===== config.mk =====
export PLATFORM = sky130hd
export DESIGN_NAME = multicycle_cpu_flat
export DESIGN_NICKNAME = d
export VERILOG_FILES = /design/src/rtl/multicycle_cpu_if.sv /design/src/rtl/multicycle_cpu.sv /design/src/flat_wrapper.sv
export SDC_FILE = /design/constraint.sdc
export NUM_CORES = 2
export LEC_CHECK = 0
export BUFFER_PORTS_ARGS = -buffer_cell sky130_fd_sc_hd__buf_4
export CAP_MARGIN = 20
export CORE_ASPECT_RATIO = 1.1
export CORE_MARGIN = 5
export CORE_UTILIZATION = 60
export CTS_CLUSTER_DIAMETER = 150
export CTS_CLUSTER_SIZE = 16
export DETAILED_ROUTE_END_ITERATION = 12
export PLACE_DENSITY = 0.77
export SLEW_MARGIN = 10
export SYNTH_ARGS = -nofsm -noshare
export SYNTH_HDL_FRONTEND = slang
export SYNTH_SLANG_ARGS = --single-unit
export TNS_END_PERCENT = 20

===== constraint.sdc =====
create_clock -name CLK -period 5.48 [get_ports CLK]
set_input_delay 0.274 -clock CLK [delete_from_list [all_inputs] [get_ports CLK]]
set_output_delay 0.274 -clock CLK [all_outputs]
set_load 0.03 [all_outputs]

===== src/rtl/multicycle_cpu_if.sv =====
// Shared instruction/data memory port of the multi-cycle core.
// A transfer completes on the rising edge where mem_req && mem_ready.
interface multicycle_cpu_if #(parameter int N = 32) ();
  logic         mem_req;
  logic         mem_we;
  logic [N-1:0] mem_addr;
  logic [N-1:0] mem_wdata;
  logic [N-1:0] mem_rdata;
  logic         mem_ready;

  modport master (
    output mem_req, mem_we, mem_addr, mem_wdata,
    input  mem_rdata, mem_ready
  );

  modport slave (
    input  mem_req, mem_we, mem_addr, mem_wdata,
    output mem_rdata, mem_ready
  );
endinterface


===== src/rtl/multicycle_cpu.sv =====
// FSM-sequenced MIPS-subset core (add/sub/and/or/slt, lw/sw/beq/addi/j).
// Fetch and data access share one request/ready memory port.
module multicycle_cpu #(
  parameter int           N        = 32,
  parameter int           NREG     = 32,
  parameter logic [N-1:0] RESET_PC = '0
) (
  input  logic                CLK,
  input  logic                rst,
  multicycle_cpu_if.master    bus,
  output logic [N-1:0]        pc,
  output logic                halted,
  output logic                wb_valid,
  output logic [4:0]          wb_reg,
  output logic [N-1:0]        wb_data
);
  localparam int RW = $clog2(NREG);

  localparam logic [5:0] OP_R    = 6'h00;
  localparam logic [5:0] OP_J    = 6'h02;
  localparam logic [5:0] OP_BEQ  = 6'h04;
  localparam logic [5:0] OP_ADDI = 6'h08;
  localparam logic [5:0] OP_LW   = 6'h23;
  localparam logic [5:0] OP_SW   = 6'h2B;

  typedef enum logic [3:0] {
    S_FETCH, S_DECODE, S_EXEC, S_RWB, S_MEMADDR, S_MEMRD,
    S_MEMWB, S_MEMWR, S_BRANCH, S_JUMP, S_HALT
  } state_t;

  state_t        r_state;
  logic [N-1:0]  r_pc, r_a, r_b, r_alu, r_mdr;
  logic [31:0]   r_ir;
  logic [N-1:0]  r_regs [NREG];

  logic [5:0]    w_op, w_funct;
  logic [RW-1:0] w_rs, w_rt, w_rd, w_dst;
  logic [N-1:0]  w_imm, w_alu, w_wdata;
  logic          w_funct_ok, w_we, w_mem_state;

  assign w_op    = r_ir[31:26];
  assign w_funct = r_ir[5:0];
  assign w_rs    = r_ir[21 +: RW];
  assign w_rt    = r_ir[16 +: RW];
  assign w_rd    = r_ir[11 +: RW];
  assign w_imm   = {{(N-16){r_ir[15]}}, r_ir[15:0]};

  always_comb begin
    w_funct_ok = 1'b0;
    case (w_funct)
      6'h20, 6'h22, 6'h24, 6'h25, 6'h2A: w_funct_ok = 1'b1;
      default: w_funct_ok = 1'b0;
    endcase
  end

  // Non-R-type uses of the ALU (addi, lw/sw address) are all A + sext(imm).
  always_comb begin
    w_alu = r_a + w_imm;
    if (w_op == OP_R) begin
      case (w_funct)
        6'h20:   w_alu = r_a + r_b;
        6'h22:   w_alu = r_a - r_b;
        6'h24:   w_alu = r_a & r_b;
        6'h25:   w_alu = r_a | r_b;
        6'h2A:   w_alu = ($signed(r_a) < $signed(r_b)) ? N'(1) : '0;
        default: ;
      endcase
    end
  end

  assign w_dst   = (r_state == S_RWB && w_op == OP_R) ? w_rd : w_rt;
  assign w_wdata = (r_state == S_MEMWB) ? r_mdr : r_alu;
  assign w_we    = (r_state == S_RWB || r_state == S_MEMWB) && (w_dst != '0);

  always_ff @(posedge CLK or negedge rst) begin
    if (!rst) begin
      r_state <= S_FETCH;
      r_pc    <= RESET_PC;
      r_ir    <= '0;
      r_a     <= '0;
      r_b     <= '0;
      r_alu   <= '0;
      r_mdr   <= '0;
      for (int i = 0; i < NREG; i++) r_regs[i] <= '0;
    end else begin
      if (w_we) r_regs[w_dst] <= w_wdata;
      case (r_state)
        S_FETCH: if (bus.mem_ready) begin
          r_ir    <= bus.mem_rdata[31:0];
          r_pc    <= r_pc + N'(4);
          r_state <= S_DECODE;
        end
        S_DECODE: begin
          r_a <= r_regs[w_rs];
          r_b <= r_regs[w_rt];
          case (w_op)
            OP_R:         r_state <= w_funct_ok ? S_EXEC : S_HALT;
            OP_ADDI:      r_state <= S_EXEC;
            OP_LW, OP_SW: r_state <= S_MEMADDR;
            OP_BEQ:       r_state <= S_BRANCH;
            OP_J:         r_state <= S_JUMP;
            default:      r_state <= S_HALT;
          endcase
        end
        S_EXEC: begin
          r_alu   <= w_alu;
          r_state <= S_RWB;
        end
        S_RWB:   r_state <= S_FETCH;
        S_MEMADDR: begin
          r_alu   <= w_alu;
          r_state <= (w_op == OP_LW) ? S_MEMRD : S_MEMWR;
        end
        S_MEMRD: if (bus.mem_ready) begin
          r_mdr   <= bus.mem_rdata;
          r_state <= S_MEMWB;
        end
        S_MEMWB: r_state <= S_FETCH;
        S_MEMWR: if (bus.mem_ready) r_state <= S_FETCH;
        // PC already holds the address of the following instruction here.
        S_BRANCH: begin
          if (r_a == r_b) r_pc <= r_pc + (w_imm << 2);
          r_state <= S_FETCH;
        end
        S_JUMP: begin
          r_pc    <= {r_pc[N-1:28], r_ir[25:0], 2'b00};
          r_state <= S_FETCH;
        end
        S_HALT:  r_state <= S_HALT;
        default: r_state <= S_HALT;
      endcase
    end
  end

  // Request is gated by reset so an aborted transfer drops without waiting for a clock.
  assign w_mem_state   = (r_state == S_FETCH) || (r_state == S_MEMRD) || (r_state == S_MEMWR);
  assign bus.mem_req   = rst & w_mem_state;
  assign bus.mem_we    = bus.mem_req & (r_state == S_MEMWR);
  assign bus.mem_addr  = !bus.mem_req ? '0 : ((r_state == S_FETCH) ? r_pc : r_alu);
  assign bus.mem_wdata = bus.mem_we ? r_b : '0;

  assign pc       = r_pc;
  assign halted   = (r_state == S_HALT);
  assign wb_valid = w_we;
  assign wb_reg   = w_we ? 5'(w_dst) : 5'd0;
  assign wb_data  = w_we ? w_wdata : '0;
endmodule


===== src/flat_wrapper.sv =====
// flat-port wrapper written by rule: the top's interface ports become plain ports
module multicycle_cpu_flat 
#(
  parameter int           N        = 32,
  parameter int           NREG     = 32,
  parameter logic [N-1:0] RESET_PC = '0
)
  (CLK, rst, pc, halted, wb_valid, wb_reg, wb_data, bus_mem_req, bus_mem_we, bus_mem_addr, bus_mem_wdata, bus_mem_rdata, bus_mem_ready);
  multicycle_cpu_if #(.N(N)) bus_i ();
  input  logic CLK;
  input  logic rst;
  output logic [N-1:0] pc;
  output logic halted;
  output logic wb_valid;
  output logic [4:0] wb_reg;
  output logic [N-1:0] wb_data;
  output wire logic [$bits(bus_i.mem_req)-1:0] bus_mem_req;
  output wire logic [$bits(bus_i.mem_we)-1:0] bus_mem_we;
  output wire logic [$bits(bus_i.mem_addr)-1:0] bus_mem_addr;
  output wire logic [$bits(bus_i.mem_wdata)-1:0] bus_mem_wdata;
  input wire logic [$bits(bus_i.mem_rdata)-1:0] bus_mem_rdata;
  input wire logic [$bits(bus_i.mem_ready)-1:0] bus_mem_ready;
  assign bus_mem_req = bus_i.mem_req;
  assign bus_mem_we = bus_i.mem_we;
  assign bus_mem_addr = bus_i.mem_addr;
  assign bus_mem_wdata = bus_i.mem_wdata;
  assign bus_i.mem_rdata = bus_mem_rdata;
  assign bus_i.mem_ready = bus_mem_ready;
  multicycle_cpu #(.N(N), .NREG(NREG), .RESET_PC(RESET_PC)) u_core (.CLK(CLK), .rst(rst), .bus(bus_i), .pc(pc), .halted(halted), .wb_valid(wb_valid), .wb_reg(wb_reg), .wb_data(wb_data));
endmodule

==> flow_summary.toml <==
[run_status]
status = "completed"

[sta]
slew_viol_final = 0
hold_ws_ns = 0.07255
max_slew.worst_pin.slew_ns = 1.254
max_freq_ghz = 0.1986
slew_headroom = 0.1643
setup_tns_ns = 0
fin_crit_ns = 5.034
hold_violations = 0
period_share = 0.9186
setup_viol = 0
fin_skew_ns = 0.03653
rsz0062_at_grt = "no"
worst_slack_ns = 0.4459

[floorplanning]
core_sq_mm = 0.1139
boundaryPins = 172
die_y_um = 364.6
rows = 130
initial_core_util = 0.6025
fp.dieW_um = 332.4
die_area_sq_mm = 0.1212

[clock_tree]
worstSkewPairLatency_ns = 0.74
cts_buffer_depth = 3
cts.sinks = 1218
clk_pin_slew_ns = 0.08
cts_max_level = 3
postCtsHoldBufs = 34
post_cts_buffers = 0
cts_tree = "done"
ctsResizeCount = 0
cts-root-buf = "clkbuf_16"
numCtsBuffers = 86

[yosys]
yosysWarnings = 0
synth_area_sq_mm = 0.06859
avgSynthCellArea_sq_um = 10.82
ys_ff_latch = 1218
ys_types = 91
synth.most_common_cell = "dfrtp_1"
synth_ff_type = "dfrtp_1"
postSynthCellCount = 6339
ys_top_cells_by_area = "dfrtp_1 44%, mux4_2 21%, o21ai_0 5.8%, nand2_1 4.9%, a21oi_1 4.1%"
synthArstFlopShare = 1.000
synth.largest_area_cell = "dfrtp_1"
synth-edff-count = 0
ys_top_cells_by_count = "1218 x dfrtp_1, 895 x nand2_1, 796 x o21ai_0"
ys_seq_area_frac = 0.4443
synthDominantCellAreaShare = 0.4443

[global_route]
grt_max_degree = 178
grt_pass1_wl_um = 331300
overflow = 0
grt_util_all_layers = 0.3623
antenna_found_initial = 4
first_global_vias = 53000

[worst_setup_path]
crit_path_end = "wb_data[21]"
crit_start = "u_core.r_ir[26]"
r2r_setup_slack_ns = 0.87
r2r-start = "u_core.r_state[3]"
rr_endpoint = "u_core.pc[28]"
criticalPathCategory = "flip-flop to primary output"
reg2regPathDepth = 16
required_ns = 5.21
worst_ep_arrival_time_ns = 4.76
end_kind = "primary output"
cp_max_fo = 18
crit_path_start_kind = "flip-flop"

[routing]
vias_per_cell = 6.938
first_pass_iters = 8
totalWireLength_um = 219800
ant_nets = 0
vias = 53330
drt-initial-drc-count = 6540
wl_per_cell_um = 28.60
drc = 0

[placement]
portBuffers = 169
post-place-cells = 7549
place_ws_ns = 0.8986
hpwl_um = 133500
globalplace.congestion = 0.9976

[power_and_ir_drop]
p_per_area_mw_per_mm2 = 581.4
power.leakage_nw = 32.07
switching_power_mw = 18.75
power_mw = 42.95
vdd_drop_max_mv = 0.7463
p_seq_frac = 0.362
pwr-share-clk = 0.143
intPower_mw = 24.20
switching_share = 0.4365
p_comb_frac = 0.495

[flow_run]
cap_violations = 0

[finish]
area_growth_pct = 7.692
n_fill_cell = 8455
layout.cells.non_filler = 7686
final_layout_size_suffix_gt1_frac = 0.1963
finalNetCount = 6365

[worst_hold_path]
hold_path.class = "input port to asynchronous set/reset pin"
[cell families after synthesis]
logic type,count (synthesis),share of synthesized area
muxes,818,0.2374
xor gates and xnor gates,78,0.009959
AOI/OAI and AO/OA,1627,0.1312
adders and majority gates,175,0.03236
DFF,1218,0.4443
and+or+nand+nor,1707,0.1033
other,1,0.00005467
buffers and inverters,715,0.04139
[metal layers]
metal | global-route usage | up-vias | share of wire
met5 | 0 | - | 0.00012
met4 | 0.1984 | 4 | 0.064
met3 | 0.08273 | 681 | 0.11
met2 | 0.5628 | 3160 | 0.46
met1 | 0.4824 | 27040 | 0.37
li1 | - | 22440 | -
[final cells by class]
type | instances | area, sq um | share of cell area
Inverter | 118 | 442.9 | 0.005996
Timing Repair Buffer | 324 | 2838 | 0.03841
Clock buffer | 89 | 2163 | 0.02929
Tap cell | 1518 | 1899 | 0.02571
Antenna cell | 4 | 10.01 | 0.0001355
Clock inverter | 8 | 196.4 | 0.002659
Sequential cell | 1218 | 30520 | 0.4131
Multi-Input combinational cell | 4407 | 35800 | 0.4847
[how the worst min path moves through the flow]
stage,from,to,slack [ns],cells after the start
floorplan,rst,u_core.pc[10],-0.02,0
detailed placement,rst,u_core.r_regs[745],0.28,1
global route,rst,u_core.r_regs[745],0.15,2
global placement,rst,u_core.r_regs[745],0.27,1
finish,rst,u_core.r_regs[745],0.07,2
CTS,rst,u_core.r_regs[745],0.11,2
[flip-flops by register name (all words and copies together), names as in the netlist]
signal / count
u_core.r_regs: 1024
u_core.r_a: 32
u_core.r_alu: 32
u_core.r_b: 32
u_core.r_ir: 32
u_core.r_mdr: 32
u_core.pc: 30
u_core.r_state: 4
[power groups by stage]
stage / sequential, mW / combinational (mW) / clock (mW)
after floorplan: 13.8 / 15.7 / 0
after global placement: 15.2 / 20.4 / 0
after detailed placement: 15.5 / 20.9 / 0
after CTS: 15.4 / 21.0 / 6.18
after global routing: 15.8 / 22.8 / 6.51
final: 15.6 / 21.2 / 6.14
[critical path: stages, from the launching register on]
cell and delay (ns):
dfrtp_1 0.42, nor3_2 0.22, nand2_1 0.09, nor2_1 0.33, and4_1 0.74, mux2_4 0.43, nor2_1 0.36, a21o_2 0.73
buf_4 0.33, nor2_1 0.11, buf_4 0.23
[layout by cell type (no fill, tap or decap), types with 20 or more instances in the layout]
cell type,count
nand2_4,20
mux2i_4,20
dlygate4sd3_1,34
buf_4,265
mux4_2,640
nand3_1,30
buf_12,24
dfrtp_1,1207
mux2_2,68
xnor2_1,60
a21oi_1,556
inv_1,116
o22ai_1,21
a31oi_1,27
o21ai_0,796
a211oi_1,26
nor2_1,565
and2_1,55
clkbuf_16,86
a21o_1,33
mux2i_1,76
nor3_1,31
nand2_1,875
ha_1,171
[per-stage QoR]
step / util / instance area [sq um]
floorplan: - / 68600
global placement: 0.6246 / 71110
global route: 0.6487 / 73860
CTS: 0.6483 / 73810
detailed placement: 0.6246 / 71110
finish: 0.6488 / 73870
No activity file was read; power rests on OpenSTA's default activity.
